File: src/rtl/nn_weight_mem_ctrl.sv
`default_nettype none
// ============================================================================
// Module      : nn_weight_mem_ctrl
// Description : Owner of the single-port weight RAM. Packs the host loader's
//               byte stream into RAM words and writes them. Also serves word
//               reads for the inference sequencer. The RAM performs one
//               operation per cycle. Reads normally win arbitration. A full
//               pack buffer that has waited STARVE_MAX cycles forces its write
//               through.
// Revision    : 1.0 - initial release
// ----------------------------------------------------------------------------
// Ports
//   CLK, RST_N               clock, synchronous active-low reset
//   ld_start/ld_base/ld_nwords  load command (sampled in IDLE only)
//   ld_byte/ld_valid/ld_ready   weight byte stream
//   ld_busy, ld_done            load status (done is a 1-cycle pulse)
//   rd_req/rd_addr/rd_gnt       word read request and combinational grant
//   rd_valid/rd_data            read response, one cycle after the grant
//   err                         sticky illegal-address flag
//   mem_addr/mem_wdata/mem_we   RAM command
//   mem_rdata                   RAM registered read data
// ============================================================================
module nn_weight_mem_ctrl #(
    parameter int WWIDTH     = 8,
    parameter int WORD_W     = 256,
    parameter int ADDR_W     = 4,
    parameter int NUM_WORDS  = 4,
    parameter int STARVE_MAX = 4
) (
    input  logic                CLK,
    input  logic                RST_N,
    // host weight loader
    input  logic                ld_start,
    input  logic [ADDR_W-1:0]   ld_base,
    input  logic [ADDR_W:0]     ld_nwords,
    input  logic [WWIDTH-1:0]   ld_byte,
    input  logic                ld_valid,
    output logic                ld_ready,
    output logic                ld_busy,
    output logic                ld_done,
    // inference sequencer reads
    input  logic                rd_req,
    input  logic [ADDR_W-1:0]   rd_addr,
    output logic                rd_gnt,
    output logic                rd_valid,
    output logic [WORD_W-1:0]   rd_data,
    output logic                err,
    // RAM
    output logic [ADDR_W-1:0]   mem_addr,
    output logic [WORD_W-1:0]   mem_wdata,
    output logic                mem_we,
    input  logic [WORD_W-1:0]   mem_rdata
);

    localparam int WPW    = WORD_W / WWIDTH;
    localparam int BCNT_W = (WPW > 1) ? $clog2(WPW) : 1;
    localparam int ST_W   = $clog2(STARVE_MAX + 1);

    localparam logic [BCNT_W-1:0] BCNT_LAST  = BCNT_W'(WPW - 1);
    localparam logic [BCNT_W-1:0] BCNT_ONE   = BCNT_W'(1);
    localparam logic [ST_W-1:0]   STARVE_TOP = ST_W'(STARVE_MAX);
    localparam logic [ST_W-1:0]   STARVE_ONE = ST_W'(1);
    localparam logic [ADDR_W:0]   WORDS_ONE  = (ADDR_W + 1)'(1);
    localparam logic [ADDR_W:0]   WORDS_ZERO = '0;
    localparam logic [ADDR_W-1:0] ADDR_ONE   = ADDR_W'(1);
    // One bit wider than an address so that NUM_WORDS == 2**ADDR_W is representable.
    localparam logic [ADDR_W:0]   DEPTH      = (ADDR_W + 1)'(NUM_WORDS);

    typedef enum logic [1:0] {
        IDLE  = 2'd0,
        FILL  = 2'd1,
        WPEND = 2'd2,
        DONE  = 2'd3
    } state_t;

    state_t              state;
    state_t              state_nxt;

    logic [BCNT_W-1:0]   bcnt;
    logic [ADDR_W:0]     words;
    logic [ADDR_W-1:0]   cur_addr;
    logic [ST_W-1:0]     starve;
    logic [WORD_W-1:0]   pack_buf;
    logic                err_q;
    logic                rd_valid_q;

    // Combinational decisions shared by the FSM and the datapath.
    logic                start_acc;
    logic                byte_acc;
    logic                wr_want;
    logic                wr_gnt;
    logic                wr_illegal;
    logic                rd_illegal;

    assign wr_illegal = ({1'b0, cur_addr} >= DEPTH);
    assign rd_illegal = ({1'b0, rd_addr}  >= DEPTH);
    assign mem_wdata  = pack_buf;
    assign rd_data    = mem_rdata;

    // ------------------------------------------------------------------------
    // State register
    // ------------------------------------------------------------------------
    always_ff @(posedge CLK) begin
        if (!RST_N) begin
            state <= IDLE;
        end else begin
            state <= state_nxt;
        end
    end

    // ------------------------------------------------------------------------
    // Next state, arbitration and outputs
    // ------------------------------------------------------------------------
    always_comb begin
        state_nxt = state;
        start_acc = 1'b0;
        byte_acc  = 1'b0;
        wr_want   = 1'b0;
        wr_gnt    = 1'b0;
        ld_ready  = 1'b0;
        ld_busy   = 1'b0;
        ld_done   = 1'b0;
        rd_gnt    = 1'b0;
        mem_we    = 1'b0;
        mem_addr  = rd_addr;
        rd_valid  = rd_valid_q;
        err       = err_q;

        wr_want = (state == WPEND);

        // A starved write beats any read; otherwise reads have priority.
        if (wr_want && (starve == STARVE_TOP)) begin
            wr_gnt = 1'b1;
        end else if (rd_req) begin
            rd_gnt = 1'b1;
        end else if (wr_want) begin
            wr_gnt = 1'b1;
        end

        if (wr_gnt) begin
            mem_addr = cur_addr;
            // An out-of-range write is dropped, but the load still advances.
            mem_we   = !wr_illegal;
        end

        case (state)
            IDLE: begin
                if (ld_start) begin
                    start_acc = 1'b1;
                    state_nxt = (ld_nwords == WORDS_ZERO) ? DONE : FILL;
                end
            end
            FILL: begin
                ld_ready = 1'b1;
                ld_busy  = 1'b1;
                if (ld_valid) begin
                    byte_acc = 1'b1;
                    if (bcnt == BCNT_LAST) begin
                        state_nxt = WPEND;
                    end
                end
            end
            WPEND: begin
                ld_busy = 1'b1;
                if (wr_gnt) begin
                    state_nxt = (words == WORDS_ONE) ? DONE : FILL;
                end
            end
            DONE: begin
                ld_busy   = 1'b1;
                ld_done   = 1'b1;
                state_nxt = IDLE;
            end
            default: begin
                state_nxt = IDLE;
            end
        endcase

        // Everything visible is held quiet while reset is asserted, even
        // before the first reset edge has cleared the registers.
        if (!RST_N) begin
            start_acc = 1'b0;
            byte_acc  = 1'b0;
            wr_gnt    = 1'b0;
            ld_ready  = 1'b0;
            ld_busy   = 1'b0;
            ld_done   = 1'b0;
            rd_gnt    = 1'b0;
            mem_we    = 1'b0;
            rd_valid  = 1'b0;
            err       = 1'b0;
        end
    end

    // ------------------------------------------------------------------------
    // Datapath: pack buffer, counters, starvation tracking, read valid, error
    // ------------------------------------------------------------------------
    always_ff @(posedge CLK) begin
        if (!RST_N) begin
            bcnt       <= '0;
            words      <= '0;
            cur_addr   <= '0;
            starve     <= '0;
            pack_buf   <= '0;
            err_q      <= 1'b0;
            rd_valid_q <= 1'b0;
        end else begin
            rd_valid_q <= rd_gnt;

            if (start_acc) begin
                cur_addr <= ld_base;
                words    <= ld_nwords;
                bcnt     <= '0;
            end

            if (byte_acc) begin
                for (int k = 0; k < WPW; k++) begin
                    if (bcnt == BCNT_W'(k)) begin
                        pack_buf[k*WWIDTH +: WWIDTH] <= ld_byte;
                    end
                end
                bcnt <= (bcnt == BCNT_LAST) ? '0 : bcnt + BCNT_ONE;
            end

            if (wr_gnt) begin
                cur_addr <= cur_addr + ADDR_ONE;
                words    <= words - WORDS_ONE;
                starve   <= '0;
            end else if (wr_want && (starve != STARVE_TOP)) begin
                starve   <= starve + STARVE_ONE;
            end

            // Setting wins over the clear on a coincident start.
            if (start_acc) begin
                err_q <= 1'b0;
            end
            if ((wr_gnt && wr_illegal) || (rd_gnt && rd_illegal)) begin
                err_q <= 1'b1;
            end
        end
    end

endmodule
`default_nettype wire

File: config.mk
export PLATFORM = sky130hd
export DESIGN_NAME = nn_weight_mem_ctrl
export DESIGN_NICKNAME = d
export VERILOG_FILES = /design/src/rtl/nn_weight_mem_ctrl.sv
export SDC_FILE = /design/constraint.sdc
export NUM_CORES = 1
export LEC_CHECK = 0
export BUFFER_PORTS_ARGS = -buffer_cell sky130_fd_sc_hd__buf_4
export CAP_MARGIN = 20
export CORE_AREA = 2 2 316 318
export DETAILED_ROUTE_END_ITERATION = 8
export DIE_AREA = 0 0 318 320
export GPL_ROUTABILITY_DRIVEN = 0
export PLACE_DENSITY = 0.41
export SLEW_MARGIN = 20
export SYNTH_ARGS = -nofsm -noshare
export SYNTH_HDL_FRONTEND = slang
export SYNTH_SLANG_ARGS = --single-unit
File: constraint.sdc
create_clock -name CLK -period 1.9 [get_ports CLK]
set_input_delay 0 -clock CLK [delete_from_list [all_inputs] [get_ports CLK]]
set_output_delay 0 -clock CLK [all_outputs]
set_load 0.005 [all_outputs]
# ---- Word-level counts from Yosys, hierarchy flattened
# Cells that the tools add are included.
dict set report classes {
  add_sub_neg 4
  order_cmp 2
  n_eq_ne 41
  mux 40
  n_bitwise 1
  reduce_logical 47
}
# cell n
set ops {}
lappend ops {{5-bit == test, second input constant} 16}
lappend ops {{2-bit AND reduction} 32}
lappend ops {{5-bit by 4-bit == test with 1-bit output, second input constant} 8}
lappend ops {{1-bit two-way mux} 25}
lappend ops {{5-bit two-way mux} 5}
lappend ops {{5-bit by 3-bit == test with 1-bit output, second input constant} 4}
lappend ops {{2-bit two-way mux} 6}
lappend ops {{4-bit two-way mux} 3}
lappend ops {{5-bit by 1-bit == test with 1-bit output, second input constant} 2}
lappend ops {{5-bit by 2-bit == test with 1-bit output, second input constant} 2}
lappend ops {{5-bit logical NOT} 2}
lappend ops {{4-bit by 3-bit >= comparator with 1-bit output, second input constant} 2}
lappend ops {{2-bit one-hot mux with 4 select lines} 1}
lappend ops {{2-bit != test, second input constant} 3}
lappend ops {{2-bit nonzero test} 3}
lappend ops {{5-bit by 1-bit adder with 5-bit output, second input constant} 1}
lappend ops {{5-bit by 1-bit subtractor with 5-bit output, second input constant} 1}
lappend ops {{4-bit by 1-bit adder with 4-bit output, second input constant} 1}
lappend ops {{2-bit == test, second input constant} 2}
lappend ops {{1-bit logical AND} 4}
lappend ops {{4-bit AND reduction} 1}
lappend ops {{3-bit by 1-bit adder with 3-bit output, second input constant} 1}
lappend ops {{3-bit == test, second input constant} 1}
lappend ops {{3-bit != test, second input constant} 1}
lappend ops {{8 further kinds} 8}
dict set report totals {
  regBits 277
  input_bits 282
  wordCells 174
}

# ---- Depth between registers and ports, before layout
# Gate-level depths: netlist of the first run.
dict set report depth {
  word_depth 8
  mapped_depth 8
}

# ---- Worst setup path before layout of the first run
# Ideal clock, no wire load.
dict set report synth_timing {
  path_type {register -> register}
  from {reg bcnt[0]}
  to {reg pack_buf[37], in the netlist mem_wdata[37]}
  setup_ns 0.126
  arrival_time_ns 1.689
  required_time_ns 1.774
  path_slack_ns 0.085
  stages_incl_launch_ff 9
  synth_period_minus_slack_ns 1.815
  cell_sequence {dfxtp_1 inv_1 ha_1 nand2b_1 or4_1 buf_2 buf_2 nand3_1 o21ai_1}
}
dict set report synth_via {
  elab_chain_len 2
}
# item line_no
set synth_rtl {}
lappend synth_rtl {{start: declaration} 79} ;# logic [BCNT_W-1:0] bcnt;
lappend synth_rtl {{start signal: assignment} 222} ;# bcnt <= (bcnt == BCNT_LAST) ? '0 : bcnt + BCNT_ONE;
lappend synth_rtl {{5-bit by 3-bit == test with 1-bit output} 218} ;# if (bcnt == BCNT_W'(k)) begin
lappend synth_rtl {{2-bit AND reduction (no line)} -}
lappend synth_rtl {{end signal: indexed assignment} 219} ;# pack_buf[k*WWIDTH +: WWIDTH] <= ld_byte;
lappend synth_rtl {{end: declaration} 83} ;# logic [WORD_W-1:0] pack_buf;
# No other way between the ends.
# A chain may end at the register's enable or synchronous reset.

# ---- Worst setup path after layout of the first run
dict set report layout_timing {
  from {reg starve[0]}
  to {out mem_addr[2]}
}
dict set report layout_via {
  elab_chain_len 4
}
# item line_no
set layout_rtl {}
lappend layout_rtl {{start: declaration} 82} ;# logic [ST_W-1:0] starve;
lappend layout_rtl {{start signal: assignment} 230} ;# starve <= starve + STARVE_ONE;
lappend layout_rtl {{3-bit == test} 132} ;# if (wr_want && (starve == STARVE_TOP)) begin
lappend layout_rtl {{1-bit logical AND} 132}
lappend layout_rtl {{1-bit two-way mux} 132}
lappend layout_rtl {{4-bit two-way mux} 140} ;# if (wr_gnt) begin
lappend layout_rtl {{end: declaration} 49} ;# output logic [ADDR_W-1:0] mem_addr,
# No other way between the ends.

==> flow_summary.yaml, run 1 <==
critical_path:
  cp_data_required_time_ns: 1.90
  crit_fanout: 5
  r2r_cells: 8
  crit_arrival_ns: 1.84
  worstSetupPathType: "register to primary output"
  endpoint_kind: "primary output"
  rr_endpoint: "err_q"
  startpoint_type: "register"
  rrSetupSlack_ns: 0.10
  cp-startpoint: "starve[0]"
  rr_startpoint: "starve[0]"
finish:
  nFillCells: 11010
  syn_to_final_growth_pct: 33.06
  final_common_cell: "buf_4"
  final_cell_mix: "351 x buf_4, 274 x dfxtp_1, 131 x nand3_1"
  final_cells: 2808
  drive_gt1_share_pct: 32.43
  fin_area_mm2: 0.01646
  final_core_util_pct: 16.79
  nets: 1788
sta:
  hold_viol: 0
  setup_slack_ns: 0.05933
  fin_crit_ns: 1.841
  fmax_mhz: 543.3
  rsz0062_at_grt: "yes"
  clock_skew_ns: 0.01738
  relSlewSlack_pct: 58.08
  whs_ns: 0.000001673
  tightest_slew_ns: 0.6289
  post-route-period-util_pct: 96.88
  finalSetupViolCount: 0
  drv_slew: 0
global_routing:
  grt_overflow_total: 0
  grt_max_degree: 85
  antenna_found_initial: 8
  grt_pass1_wl_mm: 75.72
  grt_pass1_vias: 9506
  grt_use_total_pct: 10.46
worst_hold_path:
  min_to: "rd_data[179]"
  min_from: "mem_rdata[179]"
  min_path_cells: 0
  worstHoldPathType: "primary input to primary output"
die:
  initial_core_util_pct: 12.62
  die_h_um: 320
  die-area_mm2: 0.1018
  core_area_mm2: 0.09799
  die_width_um: 318
  io_pins: 805
  rows: 115
job:
  cap_viol_max_count: 0
route:
  wl_per_cell_um: 19.73
  dr_total_vias: 9746
  wl_mm: 55.39
  viasPerCell: 3.471
  drtPass1Iterations: 5
  ant_nets: 0
  drc_errors: 0
  drt_iter0_markers: 556
synth:
  synth-async-reset-ratio_pct: 0
  synth_edf_count: 0
  syn_inst: 1400
  syn_area_mm2: 0.01237
  synth_seq_cells: 277
  syn-num-nets: 1693
  yosysUniqueCellTypes: 54
  avgSynthCellArea_um2: 8.834
  yosysWarnings: 0
  yosysSeqAreaShare_pct: 44.84
  synth-main-ff-cell: "dfxtp_1"
clocking:
  cts.sinks: 277
  cts_buffers: 38
  htree_levels: 2
  clkLatencyLatePin_ns: 0.58
  cts_tree: "yes"
  clk_pin_slew_worst_paths_ns: 0.05
  clock_path_buffers: 3
  cts-root-buf: "clkbuf_16"
power:
  p_per_area_mw_per_mm2: 838.9
  ir_drop_uv: 490.6
  p_leak_uw: 0.006286
placement:
  dpl_cell_area_mm2: 0.01477
  dpl.cell_count: 2710
  port-buffer-count: 292
  dp_slack_ns: 0.07308
  dp_hpwl_mm: 40.83
outcome:
  status: "completed"
metrics by stage:
stage                     setup TNS (ns)  power (uW)
after floorplan                        0        6756
after global placement                 0        6728
after detailed placement               0        6719
after CTS                       -0.08077       14150
after global routing             -0.1216       14430
final                                  0       13810
synthesized netlist by cell type (5+ instances only):
| master | count | area share (%) |
|---|---|---|
| clkbuf_1 | 61 | 1.9 |
| nor4_2 | 5 | 0.51 |
| mux2i_1 | 102 | 8.3 |
| nand2_1 | 137 | 4.2 |
| nor2_1 | 115 | 3.5 |
| buf_1 | 10 | 0.30 |
| a21oi_1 | 30 | 1.2 |
| buf_2 | 21 | 0.85 |
| nand3_1 | 131 | 5.3 |
| nand2b_1 | 6 | 0.30 |
| nor3_4 | 9 | 1.2 |
| inv_1 | 10 | 0.30 |
| nand4_1 | 8 | 0.40 |
| or4_1 | 5 | 0.30 |
| o21ai_1 | 33 | 1.3 |
| nor2b_1 | 5 | 0.25 |
| dfxtp_1 | 277 | 45 |
| buf_4 | 259 | 16 |
| ha_1 | 11 | 1.1 |
| a31oi_1 | 6 | 0.30 |
| o21ai_0 | 112 | 4.5 |
cell families after synthesis:
family | synth area share [%]
compound gates | 8.427
mux | 8.255
xor+xnor | 0.1417
fa+ha+maj | 1.113
simple gates | 18.08
flops | 44.84
buf+inv | 19.15
cell type report:
type | count | area [um2] | share of cell area, %
timing repair buffer | 407 | 3418 | 20.77
clock inverter | 17 | 171.4 | 1.042
antenna | 1 | 2.502 | 0.01521
multi-input combinational | 760 | 4601 | 27.96
sequential | 277 | 5552 | 33.73
clock buffer | 48 | 1059 | 6.432
tap | 1287 | 1610 | 9.785
inverter | 11 | 43.79 | 0.2661
power by group:
group	switching [uW]	internal (uW)	total, uW
logic	512	267	779
registers	30.7	5840	5870
clock network	2930	4230	7160
total	3470	10300	13800
metal layers:
metal / wire (um) / vias to the layer above / GRT usage (%)
li1: - / 4637 / -
met1: 21430 / 4431 / 11.45
met2: 24700 / 498 / 16.13
met3: 6637 / 168 / 6.035
met4: 2498 / 12 / 4.952
met5: 121 / - / 0.8983
registers in the layout, indices dropped and copies added, names as in the netlist:
register,count
words,5
cur_addr,4
starve,3
mem_wdata,256
rd_valid_q,1
err_q,1
state,2
bcnt,5
critical path, stage by stage, from the launching register on:
cell and delay, ns:
dfxtp_2 0.33, inv_2 0.05, ha_4 0.15, a21bo_4 0.22, and2_4 0.16, buf_6 0.14, nand2_4 0.06, nand2_2 0.05
buf_6 0.11
what timing repair did:
item | CTS | global route
hold buffers | 25 | 0
pin swaps | 4 | 2
endpoints found under the hold margin | 113 | 0
gates resized for setup | 26 | 17
setup endpoints to repair | 5 | 30
buffers inserted | 6 | 2
how the worst max path moves through the flow:
| stage | cells after the start | endpoint |
|---|---|---|
| after floorplan | 8 | mem_wdata[37] |
| after global routing | 8 | mem_addr[2] |
| after global placement | 5 | mem_wdata[46] |
| after CTS | 8 | mem_addr[2] |
| final | 8 | mem_addr[2] |
| after detailed placement | 5 | mem_wdata[46] |
Note: power is estimated with default switching activity, not from simulation.
==> run 2, diff against run 1 <==
--- a/config.mk
+++ b/config.mk
@@ -5,13 +5,15 @@
 export SDC_FILE = /design/constraint.sdc
 export NUM_CORES = 1
 export LEC_CHECK = 0
+export ABC_AREA = 1
 export BUFFER_PORTS_ARGS = -buffer_cell sky130_fd_sc_hd__buf_4
 export CAP_MARGIN = 20
-export CORE_AREA = 2 2 316 318
+export CORE_AREA = 2 2 309 311
+export CTS_CLUSTER_SIZE = 10
 export DETAILED_ROUTE_END_ITERATION = 8
-export DIE_AREA = 0 0 318 320
+export DIE_AREA = 0 0 311 313
 export GPL_ROUTABILITY_DRIVEN = 0
-export PLACE_DENSITY = 0.41
+export PLACE_DENSITY = 0.42
 export SLEW_MARGIN = 20
 export SYNTH_ARGS = -nofsm -noshare
 export SYNTH_HDL_FRONTEND = slang
==> flow_summary.yaml, run 2 <==
global_routing:
  gr-usage-met2_pct: 16.13
  gr-usage-met1_pct: 13.60
  grt_max_degree: 150
  grt_overflow_total: 0
  grtUsageMet3_pct: 5.525
  grt_pass1_vias: 10750
  grt_busiest_layer: "met2"
  grt_pass1_wl_mm: 78.54
  antenna_found_initial: 1
  grt_use_total_pct: 11.05
route:
  drc_errors: 0
  drtPass1Iterations: 6
  ant_nets: 0
  wl_mm: 56.01
  wl_per_cell_um: 18.21
  drt_iter0_markers: 594
  dr_total_vias: 10940
  viasPerCell: 3.556
synth:
  synth_seq_cells: 277
  synth_top_family_by_area: "simple AND/OR/NAND/NOR gates"
  synthTopCellsByArea: "dfxtp_1 44%, buf_4 15%, nor2_1 13%"
  syn_inst: 1695
  yosysWarnings: 0
  yosysUniqueCellTypes: 30
  yosysSeqAreaShare_pct: 44.06
  synth_top_cell_area_share_pct: 44.06
  synth-async-reset-ratio_pct: 0
  synth_top_cell_by_area: "dfxtp_1"
  synth_fa_ha_area_share_pct: 1.093
  synth_compound_area_share_pct: 10.43
  yosysMostFrequentCell: "nor2_1"
  avgSynthCellArea_um2: 7.426
  yosys-top-cells-count: "442 x nor2_1, 277 x dfxtp_1, 256 x buf_4"
  synth_edf_count: 0
  syn-num-nets: 1988
  syn_area_mm2: 0.01259
  synthSimpleGateAreaFrac_pct: 24.33
  muxShareOfSynthArea_pct: 0
  synth-main-ff-cell: "dfxtp_1"
  yosys.area_share.xor_xnor_pct: 0.2087
critical_path:
  cp_data_required_time_ns: 1.90
  cp.depth: 7
  crit_family: "buffers and inverters"
  worstSetupPathType: "register to primary output"
  critPathBufInv: 4
  startpoint_type: "register"
  path_cells: "buf_4 -> inv_1 -> nor2_4 -> nand3_1 -> buf_6 -> nor2_1 -> buf_4"
  endpoint_kind: "primary output"
  cpPeakStageDelay_ns: 0.34
  r2r_cells: 8
  slowest_stage: "dfxtp_2"
  crit_fanout: 13
  crit_arrival_ns: 1.77
  crit_top_cell: "buf_4"
sta:
  finalSetupViolCount: 0
  hold_viol: 0
  relSlewSlack_pct: 45.40
  whs_ns: 0.000001995
  setup_slack_ns: 0.1344
  fmax_mhz: 566.4
  fin_crit_ns: 1.766
  clock_skew_ns: 0.02377
  drv_slew: 0
  finalSetupTns_ns: 0
  post-route-period-util_pct: 92.93
  tightest_slew_ns: 0.8190
finish:
  drive_gt1_share_pct: 25.91
  final_cell_mix: "438 x nor2_1, 339 x buf_4, 273 x dfxtp_1"
  final_cells: 3076
  largest_reg_flops: 256
  final_common_cell: "nor2_1"
  nets: 2076
  syn_to_final_growth_pct: 29.53
die:
  die-area_mm2: 0.09734
  io_pins: 805
  initial_core_util_pct: 13.37
  die_width_um: 311
  core_area_mm2: 0.09416
  rows: 113
  die_h_um: 313
power:
  ir_drop_uv: 499.9
  p_per_area_mw_per_mm2: 914.0
  p_leak_uw: 0.006682
  finalPower_uw: 14900
placement:
  dp_slack_ns: 0.07956
  dp_hpwl_mm: 39.68
  port-buffer-count: 292
  dpl.cell_count: 2982
clocking:
  htree_levels: 2
  cts-root-buf: "clkbuf_16"
  clk_pin_slew_worst_paths_ns: 0.05
  cts_tree: "yes"
  cts.sinks: 277
  clock_path_buffers: 3
  clkLatencyLatePin_ns: 0.57
  cts_buffers: 40
outcome:
  status: "completed"
job:
  cap_viol_max_count: 0
worst_hold_path:
  min_path_cells: 0
  worstHoldPathType: "primary input to primary output"
run 2: worst paths after layout:
kind	start	end	slack, ns
setup reg to reg	bcnt[1]	mem_wdata[47]	0.15
setup / recovery	state[1]	mem_we	0.13
hold reg to reg	mem_wdata[245]	mem_wdata[245]	0.46
hold / removal	mem_rdata[52]	rd_data[52]	0.000002
run 2: timing repair:
item                       4_1_cts  5_1_grt
setup endpoints to repair        5      113
hold endpoints to repair        94        0
setup buffers                    0        3
hold buffers                    21        0
resized for setup                3       30
pin swaps                        0        7
run 2: cells by family (layout without fill, tap and decap cells):
logic type      count (synthesis)  in the layout
simple gates                  744            744
buf+inv                       398            513
flops                         277            277
compound gates                262            262
fa+ha+maj                      11             11
xor+xnor                        3              3
other cells                     0              1
run 2: final cells by class:
type	instances	area [um2]
fill	10850	77860
inverter	69	282.8
multi-input combinational	1020	4584
clock buffer	57	1136
timing repair buffer	375	3029
clock inverter	12	131.4
tap	1265	1583
antenna	1	2.502
sequential	277	5555
run 2: report_power, final:
| part | internal, uW | switching (uW) |
|---|---|---|
| combinational | 536 | 959 |
| sequential | 5920 | 86.1 |
| clock | 4430 | 2980 |
| total | 10900 | 4020 |
run 2: metrics by stage:
| stage | utilization, % | area (um2) |
|---|---|---|
| detailed placement | 15.64 | 14730 |
| CTS | 17.22 | 16220 |
| finish | 17.32 | 16300 |
| global placement | 15.64 | 14730 |
| floorplan | - | 12590 |
| global route | 17.31 | 16300 |
run 2: metal layers:
metal,vias up,wire (um)
met5,-,197
met1,4947,23950
li1,5350,-
met2,497,23540
met3,138,6159
met4,6,2158
==> run 3, diff against run 2 <==
--- a/config.mk
+++ b/config.mk
@@ -8,12 +8,13 @@
 export ABC_AREA = 1
 export BUFFER_PORTS_ARGS = -buffer_cell sky130_fd_sc_hd__buf_4
 export CAP_MARGIN = 20
-export CORE_AREA = 2 2 309 311
+export CORE_AREA = 2 2 315 317
+export CTS_BUF_LIST = sky130_fd_sc_hd__clkbuf_4 sky130_fd_sc_hd__clkbuf_8
 export CTS_CLUSTER_SIZE = 10
 export DETAILED_ROUTE_END_ITERATION = 8
-export DIE_AREA = 0 0 311 313
+export DIE_AREA = 0 0 317 319
 export GPL_ROUTABILITY_DRIVEN = 0
-export PLACE_DENSITY = 0.42
+export PLACE_DENSITY = 0.41
 export SLEW_MARGIN = 20
 export SYNTH_ARGS = -nofsm -noshare
 export SYNTH_HDL_FRONTEND = slang
==> flow_summary.yaml, run 3 (same netlist as run 2, synthesis figures left out) <==
critical_path:
  crit_end: "mem_addr[3]"
  cpPeakStageDelay_ns: 0.33
  r2r_cells: 11
  slowest_stage: "dfxtp_2"
  crit_fanout: 7
  worstSetupPathType: "register to primary output"
  cp-startpoint: "starve[0]"
  rr_endpoint: "cur_addr[3]"
  endpoint_kind: "primary output"
  cp_data_required_time_ns: 1.90
  startpoint_type: "register"
  path_cells: "inv_2 -> ha_4 -> nand2_4 -> nand2_4 -> nand2_4 -> buf_8 -> o21ai_1 -> buf_4"
  rr_startpoint: "starve[0]"
  rrSetupSlack_ns: 0.10
  crit_top_cell: "nand2_4"
  crit_arrival_ns: 1.82
outcome:
  status: "complete, but fails checks"
  violations: "hold timing"
global_routing:
  grt_max_degree: 97
  grt_use_total_pct: 10.92
  antenna_found_initial: 3
  grt_overflow_total: 0
  grt_pass1_wl_mm: 79.01
  grt_pass1_vias: 10990
placement:
  port-buffer-count: 292
  dpl_cell_area_mm2: 0.01476
  dp_slack_ns: -0.1131
  dpl.cell_count: 3002
  dp_hpwl_mm: 40.37
finish:
  syn_to_final_growth_pct: 33.71
  nets: 2114
  final_common_cell: "nor2_1"
  final_cells: 3160
  final_cell_mix: "434 x nor2_1, 340 x buf_4, 270 x dfxtp_1"
  drive_gt1_share_pct: 29.93
  fin_area_mm2: 0.01683
  largest_reg_flops: 256
  nFillCells: 11170
die:
  core_area_mm2: 0.09770
  die_h_um: 319
  io_pins: 805
  die_width_um: 317
  die-area_mm2: 0.1011
  rows: 115
  initial_core_util_pct: 12.88
sta:
  whs_ns: -0.3126
  drv_slew: 0
  tightest_slew_ns: 0.7602
  fmax_mhz: 549.2
  finalSetupViolCount: 0
  clock_skew_ns: 0.03109
  setup_slack_ns: 0.07912
  fin_crit_ns: 1.821
  post-route-period-util_pct: 95.84
  relSlewSlack_pct: 49.32
  rsz0062_at_grt: "yes"
  hold_viol: 7
route:
  dr_total_vias: 11250
  drtPass1Iterations: 5
  top_layer_used: "met5"
  ant_nets: 0
  drc_errors: 0
  met2WireLength_mm: 24.23
  met1_length_mm: 25.18
  wl_per_cell_um: 18.30
  viasPerCell: 3.561
  drt_iter0_markers: 565
  wl_mm: 57.83
  wl_met3_mm: 6.273
power:
  p_leak_uw: 0.006906
  ir_drop_uv: 438.8
  p_per_area_mw_per_mm2: 928.1
clocking:
  clkLatencyLatePin_ns: 0.70
  cts_buffers: 59
  htree_levels: 2
  cts_tree: "yes"
  clock_path_buffers: 3
  cts.sinks: 277
  cts-root-buf: "clkbuf_8"
  cts_hold_repair.buffers: 34
  clk_pin_slew_worst_paths_ns: 0.06
worst_hold_path:
  min_path_cells: 4
  worstHoldPathType: "primary input to register"
job:
  cap_viol_max_count: 0
-- run 3: cell count changes in the layout (fill, tap and decap cells not counted), moves of 6 or more --
| cell | before | now |
|---|---|---|
| nand2_1 | 158 | 145 |
| clkbuf_16 | 41 | 1 |
| dlygate4sd3_1 | 21 | 33 |
| clkbuf_8 | 5 | 71 |
| nand2_2 | 8 | 18 |
| clkbuf_4 | 0 | 20 |
| inv_2 | 8 | 14 |
| clkbuf_1 | 11 | 0 |
| inv_1 | 48 | 40 |
-- run 3: final cells by class --
| type | instances | area [um2] | area share, % |
|---|---|---|---|
| Timing Repair Buffer | 394 | 3259 | 19.37 |
| Clock buffer | 91 | 1127 | 6.698 |
| Tap cell | 1287 | 1610 | 9.568 |
| Multi-Input combinational cell | 1020 | 4686 | 27.84 |
| Clock inverter | 20 | 295.3 | 1.755 |
| Sequential cell | 277 | 5557 | 33.02 |
| Inverter | 69 | 290.3 | 1.725 |
| Antenna cell | 2 | 5.005 | 0.02974 |
-- run 3: critical path: cells and delay by family, from the launching register on --
kind,cells,cell delay (ns)
AO/OA/AOI/OAI,1,0.12
adder cells (fa/ha/maj),1,0.14
buffers and inverters,3,0.34
flip-flops,1,0.33
AND/OR/NAND/NOR,3,0.19
-- run 3: how the worst min path moves through the flow --
stage | to | slack, ns | start
6_report | state[0] | -0.31 | rd_req
3_5_place_dp | rd_data[132] | 0.00003 | mem_rdata[132]
3_3_place_gp | rd_data[132] | 0.00003 | mem_rdata[132]
4_1_cts | state[0] | -0.44 | rd_req
2_1_floorplan | rd_data[0] | 0.08 | mem_rdata[0]
5_1_grt | state[0] | -0.39 | rd_req
-- run 3: repair_timing --
item / 4_1_cts / 5_1_grt
setup buffers: 4 / 6
resized for setup: 25 / 54
endpoints found under the setup margin: 21 / 118
pin swaps: 6 / 12
gates cloned: 0 / 1
hold endpoints to repair: 271 / 7
-- run 3: power breakdown --
| part | switching (uW) | internal [uW] | total (uW) |
|---|---|---|---|
| registers | 82.0 | 5920 | 6000 |
| clock network | 3130 | 4740 | 7870 |
| logic | 1060 | 688 | 1750 |
| total | 4270 | 11300 | 15600 |
-- run 3: through the flow --
stage	setup TNS [ns]	util (%)	power (uW)
final	0	17.23	15620
after global routing	-0.2765	17.22	16440
after CTS	-0.05684	16.99	15900
after detailed placement	-0.8620	15.10	7583
after global placement	-0.2841	15.10	7587
after floorplan	0	-	7365
-- run 3: metal layers --
metal | up-vias | global-route usage, %
li1 | 5419 | -
met1 | 5124 | 13.59
met2 | 536 | 15.73
met3 | 171 | 5.553
met4 | 4 | 4.256
met5 | - | 0.9188
